===== src/rtl/thirty_two_iterative_divider.sv =====
// Signed restoring divider: one quotient bit per clock, magnitude datapath with final sign fix-up.
// Latency: result_ready 34 cycles after an accepted start (WIDTH=32), 1 cycle for a zero divisor.
// Backpressure: start is accepted only in IDLE/DONE; a start while busy is dropped without effect.
module thirty_two_iterative_divider #(
    parameter int WIDTH = 32
) (
    input  logic             clock,
    input  logic             reset,
    input  logic             start,
    input  logic [WIDTH-1:0] dividend,
    input  logic [WIDTH-1:0] divisor,
    output logic [WIDTH-1:0] quotient,
    output logic [WIDTH-1:0] remainder,
    output logic             busy,
    output logic             result_ready,
    output logic             div_by_zero
);

    localparam int CNT_W = $clog2(WIDTH + 1);
    localparam logic [WIDTH-1:0] ONE = 1;

    typedef enum logic [1:0] {
        IDLE   = 2'd0,
        DIVIDE = 2'd1,
        FIX    = 2'd2,
        DONE   = 2'd3
    } state_t;

    state_t state;
    state_t state_nxt;

    logic [CNT_W-1:0] count;
    logic [WIDTH-1:0] acc;
    logic [WIDTH-1:0] q_reg;
    logic [WIDTH-1:0] dvs_mag;
    logic             sign_q;
    logic             sign_r;

    logic             accept;
    logic             divisor_zero;
    logic             last_iter;
    logic [WIDTH:0]   shifted;
    logic [WIDTH:0]   trial;

    function automatic logic [WIDTH-1:0] negate(input logic [WIDTH-1:0] x);
        return (~x) + ONE;
    endfunction

    // Magnitude of a two's-complement value; the most negative value maps to itself as unsigned.
    function automatic logic [WIDTH-1:0] magnitude(input logic [WIDTH-1:0] x);
        return x[WIDTH-1] ? negate(x) : x;
    endfunction

    assign accept       = start && ((state == IDLE) || (state == DONE));
    assign divisor_zero = (divisor == '0);
    assign last_iter    = (count == CNT_W'(WIDTH - 1));

    // Trial subtract is one bit wider than the operands so its sign bit flags a borrow.
    assign shifted = {acc, q_reg[WIDTH-1]};
    assign trial   = shifted - {1'b0, dvs_mag};

    always_ff @(posedge clock) begin
        if (reset) begin
            state <= IDLE;
        end else begin
            state <= state_nxt;
        end
    end

    always_comb begin
        state_nxt = state;
        case (state)
            IDLE, DONE: begin
                if (start) begin
                    state_nxt = divisor_zero ? DONE : DIVIDE;
                end else begin
                    state_nxt = IDLE;
                end
            end
            DIVIDE: begin
                if (last_iter) begin
                    state_nxt = FIX;
                end
            end
            FIX: begin
                state_nxt = DONE;
            end
            default: begin
                state_nxt = IDLE;
            end
        endcase
    end

    always_comb begin
        busy         = (state == DIVIDE) || (state == FIX);
        result_ready = (state == DONE);
    end

    always_ff @(posedge clock) begin
        if (reset) begin
            count       <= '0;
            acc         <= '0;
            q_reg       <= '0;
            dvs_mag     <= '0;
            sign_q      <= 1'b0;
            sign_r      <= 1'b0;
            quotient    <= '0;
            remainder   <= '0;
            div_by_zero <= 1'b0;
        end else if (accept) begin
            count   <= '0;
            acc     <= '0;
            q_reg   <= magnitude(dividend);
            dvs_mag <= magnitude(divisor);
            sign_q  <= dividend[WIDTH-1] ^ divisor[WIDTH-1];
            sign_r  <= dividend[WIDTH-1];
            // A zero divisor short-circuits straight to the result registers.
            if (divisor_zero) begin
                quotient    <= '0;
                remainder   <= '0;
                div_by_zero <= 1'b1;
            end
        end else if (state == DIVIDE) begin
            count <= count + CNT_W'(1);
            if (!trial[WIDTH]) begin
                acc   <= trial[WIDTH-1:0];
                q_reg <= {q_reg[WIDTH-2:0], 1'b1};
            end else begin
                acc   <= shifted[WIDTH-1:0];
                q_reg <= {q_reg[WIDTH-2:0], 1'b0};
            end
        end else if (state == FIX) begin
            quotient    <= sign_q ? negate(q_reg) : q_reg;
            remainder   <= sign_r ? negate(acc) : acc;
            div_by_zero <= 1'b0;
        end
    end

endmodule


===== config.mk =====
export PLATFORM = sky130hd
export DESIGN_NAME = thirty_two_iterative_divider
export DESIGN_NICKNAME = d
export VERILOG_FILES = /design/src/rtl/thirty_two_iterative_divider.sv
export SDC_FILE = /design/constraint.sdc
export NUM_CORES = 1
export LEC_CHECK = 0
export ABC_AREA = 1
export BUFFER_PORTS_ARGS = -buffer_cell sky130_fd_sc_hd__buf_2
export CORE_AREA = 2 2 169 138
export DETAILED_ROUTE_END_ITERATION = 8
export DIE_AREA = 0 0 171 140
export PLACE_DENSITY = 0.77
export SLEW_MARGIN = 20
export SYNTH_ARGS = -nofsm -noshare
export SYNTH_HDL_FRONTEND = slang
export SYNTH_SLANG_ARGS = --single-unit
export TNS_END_PERCENT = 1

===== constraint.sdc =====
create_clock -name clock -period 6.5 [get_ports clock]
set_clock_uncertainty 0.15 [all_clocks]
set_input_delay 0.975 -clock clock [delete_from_list [all_inputs] [get_ports clock]]
set_output_delay 0.975 -clock clock [all_outputs]
set_load 0.005 [all_outputs]

==> results.md, run 1 <==
- The die is 140 um tall.
- The floorplan has 49 rows.
- The total negative slack is 0 ns.
- The fraction of synthesis flops using an asynchronous set or reset pin is 0.
- The library cell used as clock root buffer is sky130_fd_sc_hd__clkbuf_16.
- Data on the critical path arrives at its endpoint at about 3.4 ns.
- CTS saw between 150 and 200 sinks.
- The minimum clock period is 3.24 ns.
- The area of the mapped netlist is roughly 0.012 mm2.
- The number of antenna violations at the first check in global routing is 0.
- In the routed design, unresolved DRC markers number 0.
- The netlist uses 55 different library cells.
- The count of final max-slew check failures was 0.
- The longest clock path from root to sink contains 2 buffers.
- The worst pin sits at a relative slew slack of 0.371.
- The HPWL after detailed placement is around 31000 um.
- The nature of the critical path startpoint is a flip-flop.
- Entering global routing, the biggest net connects between 50 and 60 pins.
- In the synthesized netlist, the number of instances is around 2100.
- The clock transition time at the flip-flop clock pins of the worst setup and hold paths is 0.08 ns.
- The global router's overall resource usage is 0.335.
- The total area inside the core boundary comes to between 0.02 and 0.025 mm2.
- The number of filler cells placed in the layout is between 2000 and 2500.
- The worst hold path cell count is 2.
- The final count of hold timing violations was 0.
- The number of cells on the worst reg-to-reg path is 9.
- Across the run, the number of max-cap violations was 0.
- The data required time of the worst path is 6.69 ns.
- The number of synthesized register bits is around 170.
- The most frequently used flop master after synthesis is sky130_fd_sc_hd__dfxtp_1.
- Traced cell by cell, the critical path runs through inv_1 -> ha_1 -> buf_4 -> inv_2 -> nor2_1 -> clkinv_1 -> o22ai_1 -> nand2_1 -> o21ai_0.
- The first global-routing pass estimated 63300 um of wire.
- The average vias per placed instance is 5.48.
- After detailed routing, the total wire length is 40300 um.
- Counting every net in the synthesized netlist gives 2206.
- Counting tap cells, the placed design contains a total of 2476 instances.
- Of the available clock period, the critical path in the final layout requires 0.498.
- The number of flops mapped to enable cells by yosys is 0.
- After the first detailed-routing iteration, the DRC count stood at around 1600.
- In this run the count of I/O pins placed on the die edge is roughly 130.
- The via count of the first global-routing pass is 12078.
- Each instance of the synthesized netlist takes up on average 5.95 um2.
- The via total after detailed routing is 13742.
- STA classifies the critical path endpoint as a flip-flop.
- The post-CTS setup buffer count is 0.
- TritonCTS created 17 clock buffers.
- The number of antenna diodes in the final layout is 0.
- The largest area contributor in the netlist is sky130_fd_sc_hd__dfxtp_1.
- For the pin with the worst max-slew slack, the measured transition is 0.943 ns.
- The Yosys step of the flow raised 0 warnings.
- For this configuration, the core starts out at a cell density of 0.562.
- The total of cells resized after clock tree synthesis is 0.
- The origin of the worst min-delay path is remainder[18].
- The setup slack of the worst register-to-register path is between 3 and 4 ns.
- The clock tree from TritonCTS is built.
- Setup repair after global routing left no endpoint under its margin.
- The number of nets in the finished design is 2297.
- The run finished with clean final reports.
- At the later pin of the worst-skew pair, clock insertion delay measures 0.44 ns.
- By area the synthesized netlist is led by sky130_fd_sc_hd__dfxtp_1, sky130_fd_sc_hd__nand2_1, sky130_fd_sc_hd__inv_1.
- The portion of synthesized cell area occupied by the leading cell type is 0.274.
- The pre-antenna-repair detailed-routing pass consisted of 5 iterations.
- After the flow finishes, the layout carries non-filler instances totaling between 2000 and 3000.
- IR analysis of the VDD net gives a maximum drop of 0.282 mV.
- The setup path with the least slack is of type flip-flop to flip-flop.
- The count of buffers inserted at the top-level ports is 133.
- In the final routed layout, each cell accounts on average for 16.1 um.
- The number of H-tree branching levels is 4.
- The start of the worst register-to-register path is state[1].
- The endpoint identified for the worst register-to-register timing path is q_reg[17].
- The slowest stage cell on the critical path is sky130_fd_sc_hd__clkinv_1.
- The worst-path maximum fanout is 39.
- The total die area is 0.0239 mm2.
- After clock tree synthesis, the flow added hold-fix buffers numbering 0.
- For this design the static power due to leakage is 6.96 nW.
- The fraction of final layout cells with drive strength greater than 1 is 0.111.
- The x dimension of the die is 171 um.
- For this design the ratio of total power to cell area is 400 mW/mm2.
- The area added between synthesis and finish is 10.9%.
- The final RePlAce weighted congestion is 0.988.
- The end point of the worst hold path is remainder[18].
- The total of endpoints with negative setup slack in the final report is 0.
- For this run, the slowest stage of the critical path takes 0.63 ns.
- The worst hold path class is flip-flop to flip-flop.
- The launch point of the critical path is state[1].
- For this run the aggregate overflow at the end of global routing stands at 0.
- The detail route stage leaves a number of antenna-violating nets equal to 0.
- For this run, the top clock speed supported by timing is 0.309 GHz.
- For this run, the register share of the synthesized area comes to 0.274.
## cells in the final DEF, fill, tap and decap left out, types with 5 or more instances in the layout
| master | n |
|---|---|
| sky130_fd_sc_hd__nand2_1 | 578 |
| sky130_fd_sc_hd__inv_1 | 322 |
| sky130_fd_sc_hd__nor2_1 | 253 |
| sky130_fd_sc_hd__nand3_1 | 175 |
| sky130_fd_sc_hd__dfxtp_1 | 171 |
| sky130_fd_sc_hd__buf_2 | 133 |
| sky130_fd_sc_hd__a21oi_1 | 115 |
| sky130_fd_sc_hd__o21ai_0 | 84 |
| sky130_fd_sc_hd__nor3_1 | 43 |
| sky130_fd_sc_hd__ha_1 | 40 |
| sky130_fd_sc_hd__o22ai_1 | 37 |
| sky130_fd_sc_hd__o21ai_1 | 27 |
| sky130_fd_sc_hd__xor2_1 | 26 |
| sky130_fd_sc_hd__nand4_1 | 20 |
| sky130_fd_sc_hd__clkbuf_16 | 17 |
| sky130_fd_sc_hd__inv_2 | 15 |
| sky130_fd_sc_hd__nor2_2 | 11 |
| sky130_fd_sc_hd__a31oi_1 | 9 |
| sky130_fd_sc_hd__or2_2 | 8 |
| sky130_fd_sc_hd__nand3b_1 | 8 |
| sky130_fd_sc_hd__nor3_2 | 7 |
| sky130_fd_sc_hd__nand2_2 | 6 |
| sky130_fd_sc_hd__o32ai_1 | 6 |
| sky130_fd_sc_hd__nand2_4 | 5 |
| sky130_fd_sc_hd__o31ai_1 | 5 |
| sky130_fd_sc_hd__a211oi_1 | 5 |
| sky130_fd_sc_hd__inv_8 | 5 |
| sky130_fd_sc_hd__buf_4 | 5 |
## final cells by class
class	count	area [um2]	share of cell area
multi-input combinational	1521	7450	0.538
sequential	171	3420	0.247
inverter	340	1280	0.0924
timing repair buffer	138	703	0.0508
clock buffer	17	425	0.0307
tap	306	383	0.0277
clock inverter	15	173	0.0125
## cells in the mapped netlist (8+ instances only)
cell and n:
sky130_fd_sc_hd__dfxtp_1 171, sky130_fd_sc_hd__nand2_1 578, sky130_fd_sc_hd__o21ai_1 27, sky130_fd_sc_hd__a21oi_1 115, sky130_fd_sc_hd__xor2_1 26, sky130_fd_sc_hd__o22ai_1 37, sky130_fd_sc_hd__nor3_1 43, sky130_fd_sc_hd__inv_2 15
sky130_fd_sc_hd__ha_1 40, sky130_fd_sc_hd__or2_2 8, sky130_fd_sc_hd__clkbuf_1 39, sky130_fd_sc_hd__nor2_2 10, sky130_fd_sc_hd__nor2_1 254, sky130_fd_sc_hd__nand3b_1 8, sky130_fd_sc_hd__a31oi_1 9, sky130_fd_sc_hd__inv_1 322
sky130_fd_sc_hd__nand4_1 20, sky130_fd_sc_hd__nand3_1 175, sky130_fd_sc_hd__o21ai_0 84
## per-layer routing
layer / up-vias / global-route usage / share of wire
met5: - / 0 / 0
met4: 0 / 0.0897 / 0.021
met3: 60 / 0.0947 / 0.11
met2: 626 / 0.472 / 0.41
met1: 6184 / 0.496 / 0.46
li1: 6872 / - / -
## metrics by stage
stage / total power [mW] / util / hold WS, ns / cell area (um2) / worst slack [ns]
floorplan: 3.63 / - / 0.276 / 12500 / 3.83
global placement: 4.38 / 0.596 / 0.278 / 13200 / 3.18
detailed placement: 4.42 / 0.596 / 0.285 / 13200 / 3.08
CTS: 5.46 / 0.623 / 0.302 / 13800 / 3.34
global route: 5.96 / 0.623 / 0.320 / 13800 / 3.00
finish: 5.54 / 0.623 / 0.301 / 13800 / 3.26
## report_power, final
group          internal [mW]  total, mW  switching (mW)
logic                  0.920       3.05            2.13
clock network          0.522       1.04           0.522
registers               1.26       1.45           0.188
## cells by family after synthesis
logic type	count (synthesis)	synth area share
AOI/OAI and AO/OA	310	0.141
adders and majority gates	41	0.0417
buffers and inverters	406	0.129
and+or+nand+nor	1140	0.393
xor gates and xnor gates	30	0.0211
DFF	171	0.274
## critical path, delay by kind of cell, from the launching register on
| family | cells | cell delay [ns] |
|---|---|---|
| flops | 1 | 0.34 |
| compound gates | 2 | 0.59 |
| simple gates | 2 | 0.45 |
| buf+inv | 4 | 1.47 |
| fa+ha+maj | 1 | 0.14 |
## worst max-delay path by stage
stage	end	slack, ns
after floorplan	remainder[1]	3.83
after global placement	quotient[22]	3.18
after detailed placement	remainder[23]	3.08
after CTS	q_reg[17]	3.34
after global routing	q_reg[27]	3.00
final	q_reg[17]	3.26
No activity file was read; power rests on OpenSTA's default activity.
==> inputs of run 2 (changes only) <==
==> constraint.sdc (replaced) <==
create_clock -name clock -period 3 [get_ports clock]
set_clock_uncertainty 0.15 [all_clocks]
set_input_delay 0.45 -clock clock [delete_from_list [all_inputs] [get_ports clock]]
set_output_delay 0.45 -clock clock [all_outputs]
set_load 0.005 [all_outputs]
==> results.md, run 2 (synthesis gave the netlist of run 1 again) <==
- The average vias per placed instance is 5.46 (was 5.48).
- The clock tree from TritonCTS is built (unchanged).
- The arrival time of data at the critical path endpoint is 3.01 ns (was 3.43 ns).
- The remaining design rule violation count came to 0 (unchanged).
- The number of maximum-capacitance violations came to 0 (unchanged).
- The static leakage power came to 7.08 nW (was 6.96 nW).
- The final antenna diode count is 0 (unchanged).
- The area added between synthesis and finish is 12.5% (was 10.9%).
- The remaining antenna violation count after routing is 0 (unchanged).
- The final worst-path setup slack is 0.215 ns (was 3.26 ns).
- The wire length of the first global-routing pass is 62500 um (was 63300 um).
- The fraction of final layout cells with drive strength greater than 1 is 0.121 (was 0.111).
- The final clock period utilization by the worst path was 0.928 (was 0.498).
- The number of H-tree branching levels came to 4 (unchanged).
- The slew at the pin closest to its max-slew limit is 0.719 ns (was 0.943 ns).
- The largest buffer count on any clock path is 2 (unchanged).
- The nature of the critical path startpoint is a flip-flop (unchanged).
- The final count of hold timing violations is 0 (unchanged).
- The x dimension of the die was 171 um (unchanged).
- The number of clock sinks was 171 (unchanged).
- The effective utilization at floorplan came to 0.562 (unchanged).
- The data required time of the worst path was 3.23 ns (was 6.69 ns).
- The aggregate global routing overflow was 0 (unchanged).
- The global router's overall resource usage was 0.330 (was 0.335).
- The via count of the first global-routing pass came to 12274 (was 12078).
- The worst setup slack before clock tree synthesis is 0.241 ns (was 3.08 ns).
- The final RePlAce weighted congestion is 1.02 (was 0.988).
- The peak ir drop on the vdd network came to 0.698 mV (was 0.282 mV).
- The count of final max-slew check failures is 0 (unchanged).
- The total die area was 0.0239 mm2 (unchanged).
- The worst-path maximum fanout is 29 (was 39).
- The fmax is 0.359 GHz (was 0.309 GHz).
- The die extent in y is 140 um (unchanged).
- The most common cell after layout, fill and taps aside is sky130_fd_sc_hd__nand2_1 (unchanged).
- The total of endpoints with negative setup slack in the final report is 0 (unchanged).
- The detail-routed net length per standard cell is 15.6 um (was 16.1 um).
- The via total after detailed routing is 13831 (was 13742).
- The clock latency on the worst-skew pair was 0.44 ns (about the same).
- The number of detailed-route iterations in the first pass is 6 (was 5).
- The number of antenna violations at the first check in global routing came to 0 (unchanged).
- RSZ-0062 raised after global routing: no (unchanged).
- The minimum clock period is 2.79 ns (was 3.24 ns).
- The library cell used as clock root buffer is sky130_fd_sc_hd__clkbuf_16 (unchanged).
- The startpoint-to-endpoint class of the critical path is flip-flop to flip-flop (unchanged).
- The number of DRC markers in iteration 0 came to 1545 (was 1621).
- Most used cells in the layout excluding fill and tap cells: sky130_fd_sc_hd__nand2_1, sky130_fd_sc_hd__inv_1, sky130_fd_sc_hd__nor2_1 (unchanged).
- The worst-case headroom to the max-slew limit was 0.514 (was 0.371).
- The post-route total power is 12.1 mW (was 5.54 mW).
- The count of buffers inserted at the top-level ports is 133 (unchanged).
- The number of CTS-inserted buffers is 17 (unchanged).
- The number of cell rows is 49 (unchanged).
- The number of ports placed on the die boundary came to 134 (unchanged).
- The pin count of the biggest net entering global routing came to 40 (was 55).
- The total negative slack was 0 ns (unchanged).
- The endpoint type of the worst setup path is a flip-flop (unchanged).
- The total core area is 0.0222 mm2 (unchanged).
- Status: completed (unchanged).
- The number of nets in the finished design was 2322 (was 2297).
- The post-CTS setup buffer count came to 0 (unchanged).
- The worst hold path class is input pin to flip-flop (was flip-flop to flip-flop).
- The HPWL after detailed placement is 31000 um (was 31400 um).
- The total length of routed wires was 39400 um (was 40300 um).
- The clock transition time at the flip-flop clock pins of the worst setup and hold paths came to 0.07 ns (was 0.08 ns).
- The areal power density over the cells came to 859 mW/mm2 (was 400 mW/mm2).
==> run 2: cell types whose count changed in the layout (fill, tap and decap cells not counted) <==
cell	delta
sky130_fd_sc_hd__buf_6	+1
sky130_fd_sc_hd__nand2_4	-1
sky130_fd_sc_hd__buf_12	+1
sky130_fd_sc_hd__inv_6	+3
sky130_fd_sc_hd__clkinv_8	-2
sky130_fd_sc_hd__clkinv_2	+2
sky130_fd_sc_hd__inv_12	-1
sky130_fd_sc_hd__nand2_8	+1
sky130_fd_sc_hd__inv_8	-3
sky130_fd_sc_hd__buf_4	+23
sky130_fd_sc_hd__bufinv_16	+1
==> run 2: critical path, stage by stage (launching register included) <==
cell,delay (ns)
sky130_fd_sc_hd__dfxtp_1,0.37
sky130_fd_sc_hd__inv_1,0.08
sky130_fd_sc_hd__ha_1,0.31
sky130_fd_sc_hd__nand2_2,0.17
sky130_fd_sc_hd__inv_2,0.31
sky130_fd_sc_hd__nor2_2,0.06
sky130_fd_sc_hd__nand2_1,0.13
sky130_fd_sc_hd__o21a_4,0.23
sky130_fd_sc_hd__nand2_8,0.10
sky130_fd_sc_hd__inv_4,0.26
sky130_fd_sc_hd__buf_4,0.35
sky130_fd_sc_hd__nor2_1,0.09
sky130_fd_sc_hd__nor2_1,0.09
==> run 2: power breakdown <==
| part | total, mW | internal [mW] | leakage, nW | switching (mW) |
|---|---|---|---|---|
| Clock | 2.21 | 1.18 | 0.286 | 1.03 |
| Sequential | 3.07 | 2.73 | 1.39 | 0.343 |
| Combinational | 6.78 | 2.10 | 5.40 | 4.68 |
==> run 2: path summary, 6_finish.rpt <==
kind	to	cells after the start	slack (ns)	start
min	q_reg[30]	3	0.15	dividend[30]
max	quotient[4]	12	0.21	state[0]
min reg2reg	remainder[30]	2	0.30	remainder[30]
max reg2reg	quotient[4]	12	0.21	state[0]
==> run 2: per-layer routing <==
metal / GRT usage / wire (um) / part of all wire / up-vias
li1: - / - / - / 6925
met1: 0.481 / 18200 / 0.46 / 6211
met2: 0.480 / 16100 / 0.41 / 622
met3: 0.0808 / 4160 / 0.11 / 73
met4: 0.0972 / 991 / 0.025 / 0
met5: 0 / 0 / 0 / -
==> run 2: cell type report <==
class | instances | area [um2]
Fill cell | 2214 | 8160
Timing Repair Buffer | 163 | 907
Tap cell | 306 | 383
Sequential cell | 171 | 3420
Multi-Input combinational cell | 1521 | 7460
Clock buffer | 17 | 425
Inverter | 340 | 1280
Clock inverter | 15 | 156
==> run 2: through the flow <==
stage / utilization / area [um2] / hold WS, ns / std cells
5_1_grt: 0.632 / 14000 / 0.163 / 2533
6_report: 0.632 / 14000 / 0.150 / 2533
3_5_place_dp: 0.605 / 13400 / 0.287 / 2501
2_1_floorplan: - / 12500 / 0.276 / 2098
4_1_cts: 0.632 / 14000 / 0.142 / 2533
3_3_place_gp: 0.605 / 13400 / 0.280 / 2501
==> run 2: what timing repair did <==
| item | 4_1_cts | 5_1_grt |
|---|---|---|
| endpoints found under the setup margin | 0 | 28 |
| hold buffers | 0 | 0 |
| gates resized for setup | 0 | 2 |
